`config.mk`:
```
export PLATFORM = sky130hd
export DESIGN_NAME = lstm_cell_bp
export DESIGN_NICKNAME = d
export VERILOG_FILES = /design/src/rtl/lstm_cell_bp.sv
export SDC_FILE = /design/constraint.sdc
export NUM_CORES = 2
export LEC_CHECK = 0
export ABC_AREA = 1
export BUFFER_PORTS_ARGS = -buffer_cell sky130_fd_sc_hd__buf_4
export CORE_ASPECT_RATIO = 0.6
export CORE_UTILIZATION = 60
export CTS_CLUSTER_DIAMETER = 40
export DETAILED_ROUTE_END_ITERATION = 12
export HOLD_SLACK_MARGIN = 0.1
export PLACE_DENSITY_LB_ADDON = 0.2
export RECOVER_POWER = 25
export SETUP_SLACK_MARGIN = 0.05
export SYNTH_ARGS = -nofsm -noshare
export SYNTH_HDL_FRONTEND = slang
export SYNTH_SLANG_ARGS = --single-unit
```
`constraint.sdc`:
```
create_clock -name clk -period 14.21 [get_ports clk]
set_input_delay 1.421 -clock clk [delete_from_list [all_inputs] [get_ports clk]]
set_output_delay 1.421 -clock clk [all_outputs]
set_load 0.03 [all_outputs]
```
`src/rtl/lstm_cell_bp.sv`:
```
// LSTM cell backward pass for one timestep.
// Computes the gate pre-activation deltas and the cell-state gradient for step t-1.
// One signed WIDTHxWIDTH multiplier is reused over 16 fixed steps.
// Each product is shifted right by FRAC and truncated toward minus infinity.
// Optional build macro: LSTM_BP_SAT_EN. When it is defined, shifted products and
// the dc sum saturate to the signed range. When it is undefined, they wrap.
module lstm_cell_bp #(
    parameter int WIDTH = 32,
    parameter int FRAC  = 24
) (
    input  logic             clk,
    input  logic             rst,
    input  logic             i_start,
    input  logic [WIDTH-1:0] i_dh,
    input  logic [WIDTH-1:0] i_dc_next,
    input  logic [WIDTH-1:0] i_a,
    input  logic [WIDTH-1:0] i_i,
    input  logic [WIDTH-1:0] i_f,
    input  logic [WIDTH-1:0] i_o,
    input  logic [WIDTH-1:0] i_tanh_c,
    input  logic [WIDTH-1:0] i_c_prev,
    output logic             o_busy,
    output logic             o_valid,
    output logic [WIDTH-1:0] o_d_a,
    output logic [WIDTH-1:0] o_d_i,
    output logic [WIDTH-1:0] o_d_f,
    output logic [WIDTH-1:0] o_d_o,
    output logic [WIDTH-1:0] o_dc_prev
);

    localparam logic [WIDTH-1:0] ONE = {{(WIDTH-1){1'b0}}, 1'b1} << FRAC;
`ifdef LSTM_BP_SAT_EN
    localparam logic [WIDTH-1:0]          WMAX = {1'b0, {(WIDTH-1){1'b1}}};
    localparam logic [WIDTH-1:0]          WMIN = {1'b1, {(WIDTH-1){1'b0}}};
    localparam logic signed [2*WIDTH-1:0] PMAX = {{(WIDTH+1){1'b0}}, {(WIDTH-1){1'b1}}};
    localparam logic signed [2*WIDTH-1:0] PMIN = {{(WIDTH+1){1'b1}}, {(WIDTH-1){1'b0}}};
`endif

    typedef enum logic [1:0] {IDLE, RUN, DONE} state_t;

    state_t     state;
    logic [3:0] step;

    // operands latched at the start edge
    logic [WIDTH-1:0] r_dh, r_dcn, r_a, r_i, r_f, r_o, r_tc, r_cp;
    // intermediates: square term (tc^2, then a^2), running product, sigmoid slope
    logic [WIDTH-1:0] r_sq, r_p, r_s, r_dc;
    // finished results, copied to the outputs only in DONE
    logic [WIDTH-1:0] r_da, r_di, r_df, r_do, r_dcp;

    logic signed [WIDTH-1:0]   ma, mb;
    logic signed [2*WIDTH-1:0] full, shifted;
    logic [WIDTH:0]            sum_ext;
    logic [WIDTH-1:0]          prod, dc_sum;
    logic                      unused_bits;

    // operand select for the shared multiplier, then scaling, wrap or saturation
    always_comb begin
        ma = '0;
        mb = '0;
        case (step)
            4'd0:  begin ma = r_tc; mb = r_tc;        end
            4'd1:  begin ma = r_dh; mb = r_o;         end
            4'd2:  begin ma = r_p;  mb = ONE - r_sq;  end
            4'd3:  begin ma = r_dh; mb = r_tc;        end
            4'd4:  begin ma = r_o;  mb = ONE - r_o;   end
            4'd5:  begin ma = r_p;  mb = r_s;         end
            4'd6:  begin ma = r_a;  mb = r_a;         end
            4'd7:  begin ma = r_dc; mb = r_i;         end
            4'd8:  begin ma = r_p;  mb = ONE - r_sq;  end
            4'd9:  begin ma = r_i;  mb = ONE - r_i;   end
            4'd10: begin ma = r_dc; mb = r_a;         end
            4'd11: begin ma = r_p;  mb = r_s;         end
            4'd12: begin ma = r_f;  mb = ONE - r_f;   end
            4'd13: begin ma = r_dc; mb = r_cp;        end
            4'd14: begin ma = r_p;  mb = r_s;         end
            default: begin ma = r_dc; mb = r_f;       end
        endcase
        full    = ma * mb;
        shifted = full >>> FRAC;
        sum_ext = {prod[WIDTH-1], prod} + {r_dcn[WIDTH-1], r_dcn};
`ifdef LSTM_BP_SAT_EN
        if (shifted > PMAX)
            prod = WMAX;
        else if (shifted < PMIN)
            prod = WMIN;
        else
            prod = shifted[WIDTH-1:0];
        sum_ext = {prod[WIDTH-1], prod} + {r_dcn[WIDTH-1], r_dcn};
        if (sum_ext[WIDTH] != sum_ext[WIDTH-1])
            dc_sum = sum_ext[WIDTH] ? WMIN : WMAX;
        else
            dc_sum = sum_ext[WIDTH-1:0];
        unused_bits = ^full[FRAC-1:0];
`else
        prod    = shifted[WIDTH-1:0];
        sum_ext = {prod[WIDTH-1], prod} + {r_dcn[WIDTH-1], r_dcn};
        dc_sum  = sum_ext[WIDTH-1:0];
        unused_bits = ^{full[FRAC-1:0], shifted[2*WIDTH-1:WIDTH], sum_ext[WIDTH]};
`endif
    end

    // control FSM, step sequencing, datapath writeback and registered outputs
    always_ff @(posedge clk or negedge rst) begin
        if (!rst) begin
            state     <= IDLE;
            step      <= '0;
            o_busy    <= 1'b0;
            o_valid   <= 1'b0;
            o_d_a     <= '0;
            o_d_i     <= '0;
            o_d_f     <= '0;
            o_d_o     <= '0;
            o_dc_prev <= '0;
            r_dh      <= '0;
            r_dcn     <= '0;
            r_a       <= '0;
            r_i       <= '0;
            r_f       <= '0;
            r_o       <= '0;
            r_tc      <= '0;
            r_cp      <= '0;
            r_sq      <= '0;
            r_p       <= '0;
            r_s       <= '0;
            r_dc      <= '0;
            r_da      <= '0;
            r_di      <= '0;
            r_df      <= '0;
            r_do      <= '0;
            r_dcp     <= '0;
        end else begin
            o_valid <= 1'b0;
            case (state)
                IDLE: begin
                    if (i_start) begin
                        r_dh   <= i_dh;
                        r_dcn  <= i_dc_next;
                        r_a    <= i_a;
                        r_i    <= i_i;
                        r_f    <= i_f;
                        r_o    <= i_o;
                        r_tc   <= i_tanh_c;
                        r_cp   <= i_c_prev;
                        step   <= '0;
                        o_busy <= 1'b1;
                        state  <= RUN;
                    end
                end
                RUN: begin
                    case (step)
                        4'd0:  r_sq  <= prod;
                        4'd1:  r_p   <= prod;
                        4'd2:  r_dc  <= dc_sum;
                        4'd3:  r_p   <= prod;
                        4'd4:  r_s   <= prod;
                        4'd5:  r_do  <= prod;
                        4'd6:  r_sq  <= prod;
                        4'd7:  r_p   <= prod;
                        4'd8:  r_da  <= prod;
                        4'd9:  r_s   <= prod;
                        4'd10: r_p   <= prod;
                        4'd11: r_di  <= prod;
                        4'd12: r_s   <= prod;
                        4'd13: r_p   <= prod;
                        4'd14: r_df  <= prod;
                        default: r_dcp <= prod;
                    endcase
                    step <= step + 4'd1;
                    if (step == 4'd15) begin
                        o_busy <= 1'b0;
                        state  <= DONE;
                    end
                end
                DONE: begin
                    o_d_a     <= r_da;
                    o_d_i     <= r_di;
                    o_d_f     <= r_df;
                    o_d_o     <= r_do;
                    o_dc_prev <= r_dcp;
                    o_valid   <= 1'b1;
                    state     <= IDLE;
                end
                default: state <= IDLE;
            endcase
        end
    end

endmodule
```
Yosys cells after proc, flatten, opt, wreduce, memory -nomap -nowiden
Index checks and enable logic that the tools add are counted.
{ "classes": {"n_bitwise": 1, "n_eq_ne": 19, "addsub": 6, "muxes": 11, "n_reduce_logical": 26, "multipliers": 1} }
{ "ops": {"columns": ["op", "n"], "rows": [
  ["$pmux 32 s10", 1],
  ["$pmux 32 s7", 1],
  ["$sub 25x32->32 const A", 4],
  ["$mul 32x32->56", 1],
  ["$add 32x32->32", 1],
  ["$eq 4x4->1 const B", 8],
  ["$reduce_and 2->1", 12],
  ["$eq 4x3->1 const B", 4],
  ["$reduce_or 15->1", 1],
  ["$reduce_or 2->1", 5],
  ["$reduce_or 5->1", 2],
  ["$eq 4x2->1 const B", 2],
  ["$pmux 4 s2", 1],
  ["$reduce_or 3->1", 2],
  ["$add 4x1->4 const B", 1],
  ["$eq 4x1->1 const B", 1],
  ["$logic_not 4->1", 1],
  ["$mux 2", 2],
  ["$mux 4", 1],
  ["$ne 2x2->1 const B", 2],
  ["$pmux 2 s2", 1],
  ["$mux 1", 3],
  ["$reduce_and 3->1", 1],
  ["$eq 2x1->1 const B", 1],
  ["other kinds (5)", 5]
]} }
{ "totals": {"regBits": 712, "out_inout_bits": 162, "in_bits": 259} }

Longest topological paths before layout
{ "logic_depth": {"depth_word": 5, "ltp_mapped": 70, "mapped_depth_nobuf": 68} }

Worst setup path after synthesis
No wires, ideal clock.
{ "synth_timing": {"kind": "flip-flop to flip-flop", "start": "register step[0]", "end": "register r_dc[29]", "setup_time_ps": 135, "setup_slack_ps": 2967, "period_less_slack_ps": 11243, "stages_incl_launch_ff": 62, "arrival_time_ps": 11107, "path_buffers": 2, "t_required_ps": 14075, "path_cell_list": "dfrtp_1 inv_1 ha_1 nand3_4 nand2_8 inv_2 nand2_4 nor2_1 nor2_2 ha_1 nand3_1 nor2_1 inv_1 nor2_1 a21oi_1 o21ai_0 o21ai_0 a221oi_1 (+26 left out) ha_1 nand3_1 nand2_1 nand2_1 nand2_1 a21oi_1 nor2_1 nor2_1 o21bai_1 a21boi_0 o21ai_0 a21oi_1 o21ai_0 a21boi_0 o21bai_1 a21oi_1 xor2_1 o21ai_0"} }
{ "synth_between": {"elab_chain_len": 5, "elab_cells_between_ends": 26, "cone_classes": "add/sub: 1; mul: 1; eq/ne: 14; mux: 2; reduce/logical: 8"} }
{ "synth_lines": {"columns": ["element", "line", "rtl"], "rows": [
  ["start: declaration", "42", "logic [3:0] step;"],
  ["start signal: assignment", "169", "step <= step + 4'd1;"],
  ["$eq 4x4->1, or another cell as far along", "61", "case (step)"],
  ["$reduce_or 5->1 (no source line), or another cell as far along", null, null],
  ["$pmux 32 s7 / $pmux 32 s10 (equally long branches)", "61", null],
  ["$mul 32x32->56 *", "79", "full = ma * mb;"],
  ["named net full[25]", "52", "logic signed [2*WIDTH-1:0] full, shifted;"],
  ["$add 32x32->32 *", "97", "sum_ext = {prod[WIDTH-1], prod} + {r_dcn[WIDTH-1], r_dcn};"],
  ["end signal: assignment", "154", "4'd2: r_dc <= dc_sum;"],
  ["end: declaration", "47", "logic [WIDTH-1:0] r_sq, r_p, r_s, r_dc;"]
]} }
The timed path passes the listed nets; every way through them passes the cells marked *.
A chain may end at the register's enable or synchronous reset.

Worst setup path after layout
{ "layout_timing": {"start": "register step[3]", "end": "register r_dc[29]"} }
The elaborated chain is that of the path after synthesis.

==> flow_summary.toml <==
[min_path]
worstHoldStart = "r_df[13]"
hp-class = "flop to flop"

[worst_setup_path]
startpoint = "step[3]"
end_kind = "flop"
rr_startpoint = "step[3]"
required_ns = 14.74
setup.worst_path.class = "flop to flop"
worst-path-buf-inv = 15
crit_family = "adder cells"
max_stage_delay_ns = 0.73
worst_path_max_delay_cell = "dfrtp_1"
crit_arrival_ns = 14.13
path_common_cell = "inv_1"
cp_max_fo = 18
cp-start-kind = "flop"

[floorplan]
coreArea_um2 = 108000
die_y_um = 259
die_w_um = 430
io_pins = 421
initial_core_util = 0.610
die-area_um2 = 111000
fp-row-count = 93

[finish]
drive_above_1_share = 0.124
nets = 10069
final_cell_mix = "nand2_1, inv_1, fa_1, buf_4, dfrtp_1"
fill_cells = 8370
syn_to_final_growth_pct = 13.6
final_common_cell = "nand2_1"

[route]
vias_per_cell = 6.14
drc = 1
vias = 62144
ant_nets = 0
drtIter0Drc = 9755
first_pass_iters = 12
finalWirelength_um = 284000
wl_per_cell_um = 28.0

[clock_network]
cts_tree = "done"
cts_max_path_buffers = 3
insertion_delay_ns = 0.70
clock_sinks = 712
ctsHoldBuffers = 0
clk_pin_slew_worst_paths_ns = 0.07
htreeDepth = 2
cts_root_buf = "clkbuf_16"
numCtsBuffers = 60

[job]
drv_cap = 6

[global_route]
grtUsageTotal = 0.509
grt_pass1_wl_um = 408000
first_global_vias = 60729
overflow = 0
antenna_found_initial = 23
grt_max_degree = 173

[timing]
period_share = 0.957
final_hold_viol_count = 0
setup_tns_ns = 0
post-route-min-period_ns = 13.60
timing.slew.headroom = -2.85
tightest_slew_ns = 5.78
max_freq_mhz = 73.5
setup_violations = 0
fin_skew_ns = 0.0694
grt_setup_unrepaired = "no"
slew_viol_final = 580

[logic_synthesis]
yosysTopAreaCellShare = 0.298
netlist_area_um2 = 66000
avgSynthCellArea_um2 = 8.18
synth_seq_cells = 712
yosysSeqAreaShare = 0.270
synth.distinct_cells = 62
synth_nets = 9521
ys.flop_type = "dfrtp_1"
synth_edf_count = 0
netlist_instances = 8071
synth_area_leaders = "fa_1, dfrtp_1, nand2_1"
yosys_warnings = 0
synthArstFlopShare = 1.00
yosys.area.top_type = "fa_1"

[place]
dpl.hpwl_um = 225000
routabilityCongestion = 1.12
portBuffers = 420

[status]
status = "finished, violations left"
violations = "DRC, capacitance limit, slew limit"
[state kept, by name, summed over array words and instances (netlist names), 32 cells and up]
register and cells:
o_d_i 32, r_da 32, r_sq 32, o_d_f 32, r_f 32, r_df 32, o_dc_prev 32, r_dcp 32
r_tc 32, o_d_o 32, r_o 32, r_do 32, r_cp 32, r_dc 32, r_a 32, o_d_a 32
r_s 32, r_i 32, r_di 32, r_p 32, r_dcn 32, r_dh 32
[kinds of logic (layout without fill, tap and decap cells)]
family	count (synthesis)	in the layout	share of synthesized area
other cells	0	25	0
compound gates	813	813	0.0699
flops	712	712	0.270
simple gates	3527	3528	0.213
fa+ha+maj	1191	1191	0.337
buf+inv	1774	2369	0.103
xor+xnor	54	54	0.00762
[metrics by stage]
stage	cells	utilization	instance area, um2	hold WS, ns	setup slack [ns]
floorplan	8071	-	66000	0.442	2.97
global placement	9976	0.673	72800	0.455	0.971
detailed placement	9976	0.673	72800	0.460	0.845
CTS	10086	0.693	75000	0.471	0.814
global route	10101	0.693	75000	0.486	0.0548
finish	10117	0.693	75000	0.474	0.608
[what timing repair did]
action / in CTS / in global routing
endpoints found under the setup margin: 0 / 11
gates resized for setup: 0 / 4
setup buffers: 0 / 5
[synthesized netlist by cell type (16+ instances only)]
master and number:
nor2_1 580, nand4_1 26, a211oi_1 16, nand3_1 226
fa_1 983, xor2_1 25, xnor2_1 25, a221oi_1 25
o21ai_0 443, inv_2 32, inv_1 1378, nand2_1 2565
ha_1 208, a21oi_1 154, o21ai_1 18, nor2_2 27
nor3_1 25, and2_1 16, clkbuf_1 307, dfrtp_1 712
o22ai_1 33
[layout make-up]
type | instances | area, um2 | share of cell area
Multi-Input combinational cell | 5586 | 41500 | 0.554
Clock buffer | 75 | 1650 | 0.0220
Timing Repair Buffer | 831 | 6320 | 0.0843
Sequential cell | 712 | 17800 | 0.237
Tap cell | 1425 | 1780 | 0.0238
Inverter | 1428 | 5370 | 0.0716
Clock inverter | 35 | 480 | 0.00640
Antenna cell | 25 | 62.6 | 0.000834
[tightest hold or removal path, cell delays in order (launching register included)]
cell and delay, ns:
dfrtp_1 0.34, nand2_1 0.05, nand2_1 0.05
[path summary, 6_finish.rpt]
check / to / slack [ns] / cells past startpoint
worst min-delay path: o_d_f[13] / 0.47 / 2
worst max register to register: r_dc[29] / 0.61 / 54
min in group asynchronous: r_a[10] / 2.87 / 1
worst max-delay path: r_dc[29] / 0.61 / 54
worst min register to register: o_d_f[13] / 0.47 / 2
max in group asynchronous: r_dcn[23] / 3.65 / 4
[per-layer routing]
layer | part of all wire | up-vias | GRT usage
li1 | - | 25350 | -
met1 | 0.39 | 30416 | 0.723
met2 | 0.37 | 5428 | 0.641
met3 | 0.20 | 928 | 0.294
met4 | 0.045 | 22 | 0.171
met5 | 0.00048 | - | 0
Power is not shown: default switching activity piles up to over one toggle a cycle in this logic, so the estimate is an artifact.
